--- src/rtl/btn_repeat_ctrl.sv ---
// Four-button input conditioner: 2-FF sync, counter debounce, press pulse and
// optional auto-repeat per button, with simultaneous left+right pulses suppressed.
module btn_repeat_ctrl #(
    parameter int unsigned DEBOUNCE_CYCLES = 500000,
    parameter int unsigned REPEAT_DELAY    = 15000000,
    parameter int unsigned REPEAT_PERIOD   = 5000000,
    parameter logic [3:0]  REPEAT_MASK     = 4'b0111,
    parameter int unsigned CNT_W           = 25
) (
    input  logic       clk,
    input  logic       reset,
    input  logic [3:0] btn_in,
    output logic [3:0] btn_pulse,
    output logic [3:0] btn_level
);

    localparam logic [CNT_W-1:0] DB_LAST     = CNT_W'(DEBOUNCE_CYCLES - 1);
    localparam logic [CNT_W-1:0] DELAY_LAST  = CNT_W'(REPEAT_DELAY - 1);
    localparam logic [CNT_W-1:0] PERIOD_LAST = CNT_W'(REPEAT_PERIOD - 1);
    localparam logic [CNT_W-1:0] CNT_ONE     = CNT_W'(1);

    typedef enum logic [2:0] {
        IDLE,
        PRESS_DB,
        HELD_DELAY,
        HELD_REPEAT,
        RELEASE_DB
    } state_t;

    logic [3:0] sync1_q;
    logic [3:0] sync2_q;
    logic [3:0] raw_pulse;
    logic [3:0] level_vec;
    logic [3:0] pulse_q;

    always_ff @(posedge clk or posedge reset) begin
        if (reset) begin
            sync1_q <= '0;
            sync2_q <= '0;
        end else begin
            sync1_q <= btn_in;
            sync2_q <= sync1_q;
        end
    end

    for (genvar gi = 0; gi < 4; gi++) begin : g_btn
        state_t           state_q, state_d;
        logic [CNT_W-1:0] timer_q, timer_d;
        logic             level_q, level_d;
        logic             raw_d;
        logic             s;

        assign s = sync2_q[gi];

        always_ff @(posedge clk or posedge reset) begin
            if (reset) begin
                state_q <= IDLE;
                timer_q <= '0;
                level_q <= 1'b0;
            end else begin
                state_q <= state_d;
                timer_q <= timer_d;
                level_q <= level_d;
            end
        end

        always_comb begin
            state_d = state_q;
            timer_d = timer_q;
            level_d = level_q;
            raw_d   = 1'b0;
            unique case (state_q)
                IDLE: begin
                    if (s) begin
                        state_d = PRESS_DB;
                        timer_d = '0;
                    end
                end
                PRESS_DB: begin
                    if (!s) begin
                        state_d = IDLE;
                    end else if (timer_q == DB_LAST) begin
                        state_d = HELD_DELAY;
                        timer_d = '0;
                        level_d = 1'b1;
                        raw_d   = 1'b1;
                    end else begin
                        timer_d = timer_q + CNT_ONE;
                    end
                end
                HELD_DELAY: begin
                    if (!s) begin
                        state_d = RELEASE_DB;
                        timer_d = '0;
                    end else if (REPEAT_MASK[gi] && (timer_q == DELAY_LAST)) begin
                        state_d = HELD_REPEAT;
                        timer_d = '0;
                        raw_d   = 1'b1;
                    end else if (timer_q != DELAY_LAST) begin
                        // Masked buttons park here with the timer pinned at the delay limit.
                        timer_d = timer_q + CNT_ONE;
                    end
                end
                HELD_REPEAT: begin
                    if (!s) begin
                        state_d = RELEASE_DB;
                        timer_d = '0;
                    end else if (timer_q == PERIOD_LAST) begin
                        timer_d = '0;
                        raw_d   = 1'b1;
                    end else begin
                        timer_d = timer_q + CNT_ONE;
                    end
                end
                RELEASE_DB: begin
                    // A release glitch returns to the hold phase silently and restarts the delay.
                    if (s) begin
                        state_d = HELD_DELAY;
                        timer_d = '0;
                    end else if (timer_q == DB_LAST) begin
                        state_d = IDLE;
                        level_d = 1'b0;
                    end else begin
                        timer_d = timer_q + CNT_ONE;
                    end
                end
                default: begin
                    state_d = IDLE;
                    timer_d = '0;
                    level_d = 1'b0;
                end
            endcase
        end

        assign raw_pulse[gi] = raw_d;
        assign level_vec[gi] = level_q;
    end

    // Opposing moves in the same cycle cancel; down/rotate pass regardless.
    always_ff @(posedge clk or posedge reset) begin
        if (reset) begin
            pulse_q <= '0;
        end else if (raw_pulse[0] && raw_pulse[1]) begin
            pulse_q <= {raw_pulse[3:2], 2'b00};
        end else begin
            pulse_q <= raw_pulse;
        end
    end

    assign btn_pulse = pulse_q;
    assign btn_level = level_vec;

endmodule
--- config.mk ---
export PLATFORM = sky130hd
export DESIGN_NAME = btn_repeat_ctrl
export DESIGN_NICKNAME = d
export VERILOG_FILES = /design/src/rtl/btn_repeat_ctrl.sv
export SDC_FILE = /design/constraint.sdc
export NUM_CORES = 1
export LEC_CHECK = 0
export BUFFER_PORTS_ARGS = -buffer_cell sky130_fd_sc_hd__buf_2
export CAP_MARGIN = 20
export CELL_PAD_IN_SITES_DETAIL_PLACEMENT = 1
export CELL_PAD_IN_SITES_GLOBAL_PLACEMENT = 1
export CORE_ASPECT_RATIO = 0.7
export CORE_MARGIN = 2
export CORE_UTILIZATION = 50
export CTS_CLUSTER_SIZE = 40
export DETAILED_ROUTE_END_ITERATION = 10
export PLACE_DENSITY = 0.89
export RECOVER_POWER = 25
export SLEW_MARGIN = 20
export SYNTH_ARGS = -nofsm -noshare
export SYNTH_HDL_FRONTEND = slang
export SYNTH_SLANG_ARGS = --single-unit
--- constraint.sdc ---
create_clock -name clk -period 8.45 [get_ports clk]
set_clock_uncertainty 0.05 [all_clocks]
set_input_delay 0.845 -clock clk [delete_from_list [all_inputs] [get_ports clk]]
set_output_delay 0.845 -clock clk [all_outputs]
set_load 0.02 [all_outputs]
Word-level counts from Yosys, hierarchy flattened

Index checks and enable logic that the tools add are counted.

Bits in registers: 128
Bits of input ports: 6
Output and inout bits: 8
Logic and storage cells: 243

$add $sub $neg: 4
Equality and inequality tests: 74
Multiplexer cells: 124
Bitwise operators: 4
Reduce and logical (&&, ||, !) cells: 22

Operator list:

| cell                  | count |
|---|---|
| $mux 25               | 39 |
| $pmux 25 s5           | 4 |
| $add 25x1->25 const B | 4 |
| $eq 25x19->1 const B  | 4 |
| $eq 25x23->1 const B  | 4 |
| $ne 25x24->1 const B  | 4 |
| $mux 3                | 30 |
| $eq 25x24->1 const B  | 3 |
| $ne 2x2->1 const B    | 24 |
| $ne 3x3->1 const B    | 16 |
| $pmux 3 s5            | 3 |
| $mux 1                | 38 |
| $reduce_and 5->1      | 7 |
| $eq 3x2->1 const B    | 8 |
| $pmux 1 s3            | 7 |
| $reduce_and 4->1      | 5 |
| $eq 3x1->1 const B    | 4 |
| $eq 3x3->1 const B    | 4 |
| $logic_not 3->1       | 4 |
| $ne 4x4->1 const B    | 3 |
| $pmux 3 s4            | 1 |
| $reduce_or 3->1       | 4 |
| $not 1->1             | 4 |
| $mux 2                | 1 |
| other kinds (3)       | 3 |

Depth between registers and ports, before layout

Depth after elaboration: 6
Gate-level depth with buffers: 9
Depth with buffers taken out: 7

Least setup slack after synthesis

Ideal clock, no wire load.

Kind: register to register
Start: reg g_btn[3].timer_q[10]
End: reg g_btn[3].timer_q[5]
Setup time: 0.121 ns
Arrival: 2.281 ns
Required time: 8.279 ns
Path slack: 5.998 ns
Stages on the path, launching flop included: 8
Buffers on the path: 1
Period minus slack after synthesis: 2.452 ns
Path through: dfrtp_1 > or4_1 > or3_1 > o211ai_2 > nor3b_4 > buf_6 > o21bai_1 > a22o_1

Cells in the longest elaborated chain, start to end: 4
Elaborated cells on any way between the ends: 11
Those cells by class: eq/ne: 5; mux: 5; reduce/logical: 1

RTL lines:

| element                                      | RTL line     | text |
|---|---|---|
| from (decl)                                  | 48           | `logic [CNT_W-1:0] timer_q, timer_d;` |
| from (signal assigned)                       | 62           | `timer_q <= timer_d;` |
| $eq 25x23->1 or $eq 25x19->1 (tied branches) | 108, 82, 120 |  |
| $mux 25 (on tied branches)                   | 108, 82      |  |
| $mux 25 (on tied branches)                   | 105, 80      |  |
| $pmux 25 s5                                  | 72           | `unique case (state_q)` |

Several ways; a longest one is shown, not always the timed one. The select of a mux whose other input is x is not followed.
A chain may end at the register's enable or synchronous reset.

Worst setup path in the final report

Start: reg g_btn[3].timer_q[0]
End: reg g_btn[3].timer_q[15]

Cells in the longest elaborated chain, start to end: 4
Elaborated cells on any way between the ends: 16
Those cells by class: add/sub: 1; eq/ne: 5; mux: 9; reduce/logical: 1

RTL lines:

| element                                     | RTL line |
|---|---|
| $add 25x1->25, or another cell as far along | - |
| $mux 25 (on tied branches) (2 in a row)     | - |
| $pmux 25 s5                                 | 72 |

Several ways; a longest one is shown, not always the timed one. The select of a mux whose other input is x is not followed.

==> results.cfg <==
[sta]
worstMarginPinSlew_ns = 2.42
finalHoldViolations = 0
setup_total_negative_slack_ns = 0
setup_viol = 0
finalCritPeriodShare = 0.419
drv_slew = 52
finalWorstSetupSlack_ns = 4.91
timing.fmax_ghz = 0.282
fin_crit_ns = 3.54
rsz0062_at_grt = no
worst_slew_margin_rel = -0.625

[yosys]
yosys_warnings = 0
postSynth.topFlopCell = sky130_fd_sc_hd__dfrtp_1
yosys_register_bits = 128
synth-edff-count = 0
yosys.area.top_type_share = 0.405
synth.largest_area_cell = sky130_fd_sc_hd__dfrtp_1
cell_with_the_most_instances_after_synthesis = sky130_fd_sc_hd__nand2_1
syn_area_per_cell_um2 = 8.58
synthesis.nets = 932
synth_commonest_cells = 135 x sky130_fd_sc_hd__nand2_1, 128 x sky130_fd_sc_hd__dfrtp_1, 59 x sky130_fd_sc_hd__nand3_1
async_flop_share = 1.00
post_synth_inst_count = 922
synth_sequential_area_ratio = 0.405
synth.area.top_cells = sky130_fd_sc_hd__dfrtp_1 40%, sky130_fd_sc_hd__nand2_1 6.4%, sky130_fd_sc_hd__nand3_1 3.7%
synthDistinctLibCells = 74
syn-cell-area_um2 = 7920

[critical_path]
arrival_ns = 3.78
critical_path.slowest_cell = sky130_fd_sc_hd__or2_1
reg2reg_from = g_btn[3].timer_q[0]$_DFFE_PP0P_
worst_setup_path_startpoint = g_btn[3].timer_q[0]$_DFFE_PP0P_
cp_cell_sequence = ha_1, nand4_1, nor4_1, and4_2, a21o_1, buf_4, or2_1, o31ai_1
worst_stage_delay_on_the_critical_path_ns = 0.63
timing.setup.critical_path_class = reg2reg
worst_setup_path_endpoint = g_btn[3].timer_q[15]$_DFFE_PP0P_
logic_depth_of_the_worst_register_to_register_path = 8
startpoint_type = flop
critical_path_peak_fanout = 21
capture_instance_of_the_worst_register_to_register_path = g_btn[3].timer_q[15]$_DFFE_PP0P_
endpoint_kind = flop
reg2reg_setup_slack_ns = 4.91
required_ns = 8.68

[drt]
post-route-drc-count = 0
initialDrtViolationCount = 672
dr_total_vias = 7481
routed_wire_length_per_instance_um = 21.0
detail-route-antenna-nets = 0
avgViaCountPerCell = 6.67
drt_pass1_iterations = 5
routed_wl_mm = 23.5

[floorplan]
rows = 38
io_pins = 14
die_height_um = 109
core_area_um2 = 15500
floorplan.die.width_um = 154
die-area_um2 = 16900
floorplan.initialDensity = 0.511

[placed_design]
place_congestion = 0.897
portBuffers = 13
dp_worst_setup_slack_ns = 5.00
hpwl_mm = 15.3
dpl_cell_area_um2 = 8080

[clock_network]
post_cts.repair.setup_buffers = 0
clock_tree.htree_level_count = 4
path_clk_slew_ns = 0.06
cts.hold.buffers_added = 0
cts_tree = done
clock_tree.buffer_depth = 2
cts_resized = 0
clk_latency_ns = 0.44
clock-root-buffer = sky130_fd_sc_hd__clkbuf_16
clkSinkCount = 128
cts-buffers-inserted = 17

[status]
violations = max-capacitance violations, max-slew violations
status = finished, violations left

[global_route]
grt_start_max_net_pins = 79
wire_length_of_the_first_global_routing_pass_mm = 39.1
grt_antenna_before_repair = 0
vias_in_the_first_global_route = 7483
grtUsageTotal = 0.291
global_route.overflow_total = 0

[hold_path]
hold_path.class = reg2reg

[cells_and_area]
fin_area_um2 = 8650
design.final.nets = 920
synthToLayoutAreaGrowth_pct = 9.25
number_of_fill_cells_in_the_layout = 1849
layout-drive-gt1-share = 0.0847
ff_latch_area_um2 = 3200
num_antenna_cells = 0
multi_input_comb_area_um2 = 4380

[flow_run]
max-cap-violations = 1

[pwr]
powerDensity_nw_per_um2 = 172
cellLeakagePower_nw = 3.51
max-vdd-ir-drop_mv = 0.147
## layout by cell type (no fill, tap or decap), types with 20 or more instances in the layout
| cell | synthesis | routed |
|---|---|---|
| sky130_fd_sc_hd__dfrtp_1 | 128 | 128 |
| sky130_fd_sc_hd__inv_1 | 22 | 21 |
| sky130_fd_sc_hd__nand2_1 | 135 | 135 |
| sky130_fd_sc_hd__nand3_1 | 59 | 59 |
| sky130_fd_sc_hd__nand4_1 | 32 | 32 |
| sky130_fd_sc_hd__nor2_1 | 58 | 58 |
| sky130_fd_sc_hd__nor3_1 | 34 | 34 |
| sky130_fd_sc_hd__nor4_1 | 21 | 21 |
| sky130_fd_sc_hd__o211ai_1 | 22 | 22 |
| sky130_fd_sc_hd__o21ai_0 | 30 | 30 |
| sky130_fd_sc_hd__o22ai_1 | 20 | 20 |
## worst max-delay path, delay by kind of cell, from the launching register on
kind	cells	cell delay, ns
buffers and inverters	1	0.31
adder cells (fa/ha/maj)	1	0.25
AO/OA/AOI/OAI	2	0.46
flip-flops	1	0.40
AND/OR/NAND/NOR	4	1.91
## registers in the layout, indices dropped and copies added, names as in the netlist
signal         cells
sync1_q            4
sync2_q            4
g_btn.timer_q    100
g_btn.level_q      4
btn_pulse          4
g_btn.state_q     12
## cell type report
cell class                      instances  area share
Multi-Input combinational cell        715       0.507
Inverter                               22     0.00969
Tap cell                              200      0.0289
Clock inverter                          7     0.00984
Clock buffer                           23      0.0553
Sequential cell                       128       0.370
Timing Repair Buffer                   26      0.0192
## logic make-up (layout without fill, tap and decap cells)
kind of cell               Yosys count  count (layout)  share of synthesized area
buffers and inverters               79              78                     0.0460
adders and majority gates            4               4                    0.00632
DFF                                128             128                      0.405
muxes                                5               5                    0.00664
xor gates and xnor gates             3               3                    0.00332
AOI/OAI and AO/OA                  218             218                      0.204
and+or+nand+nor                    485             485                      0.329
## where the power goes
group,internal (mW),switching (mW),leakage [nW],total (mW)
clock network,0.451,0.272,0.282,0.723
logic,0.0326,0.0657,1.49,0.0983
registers,0.635,0.0343,1.74,0.669
## worst min-delay path by stage
stage	from	to	slack [ns]	depth (start not counted)
floorplan	sync1_q[0]$_DFF_PP0_	sync2_q[0]$_DFF_PP0_	0.28	0
global placement	sync1_q[2]$_DFF_PP0_	sync2_q[2]$_DFF_PP0_	0.29	0
detailed placement	sync1_q[2]$_DFF_PP0_	sync2_q[2]$_DFF_PP0_	0.29	0
CTS	sync1_q[2]$_DFF_PP0_	sync2_q[2]$_DFF_PP0_	0.31	0
global route	sync1_q[1]$_DFF_PP0_	sync2_q[1]$_DFF_PP0_	0.32	0
finish	sync1_q[3]$_DFF_PP0_	sync2_q[3]$_DFF_PP0_	0.31	0
## layer usage
metal  up-vias  wire length, µm  share of wire  GRT usage
met5         -                0              0          0
met4         0              365          0.016     0.0939
met3        37              950          0.040     0.0429
met2       170            11000           0.47      0.479
met1      3820            11200           0.48      0.400
li1       3454                -              -          -
## per-stage QoR
step                      utilization  instances  hold slack, ns  power, mW
after floorplan                     -        922           0.281      0.741
after global placement          0.522       1091           0.286      0.766
after detailed placement        0.522       1091           0.290      0.775
after CTS                       0.558       1121           0.313       1.50
after global routing            0.558       1121           0.321       1.54
final                           0.558       1121           0.309       1.49
No activity file was read; power rests on OpenSTA's default activity.
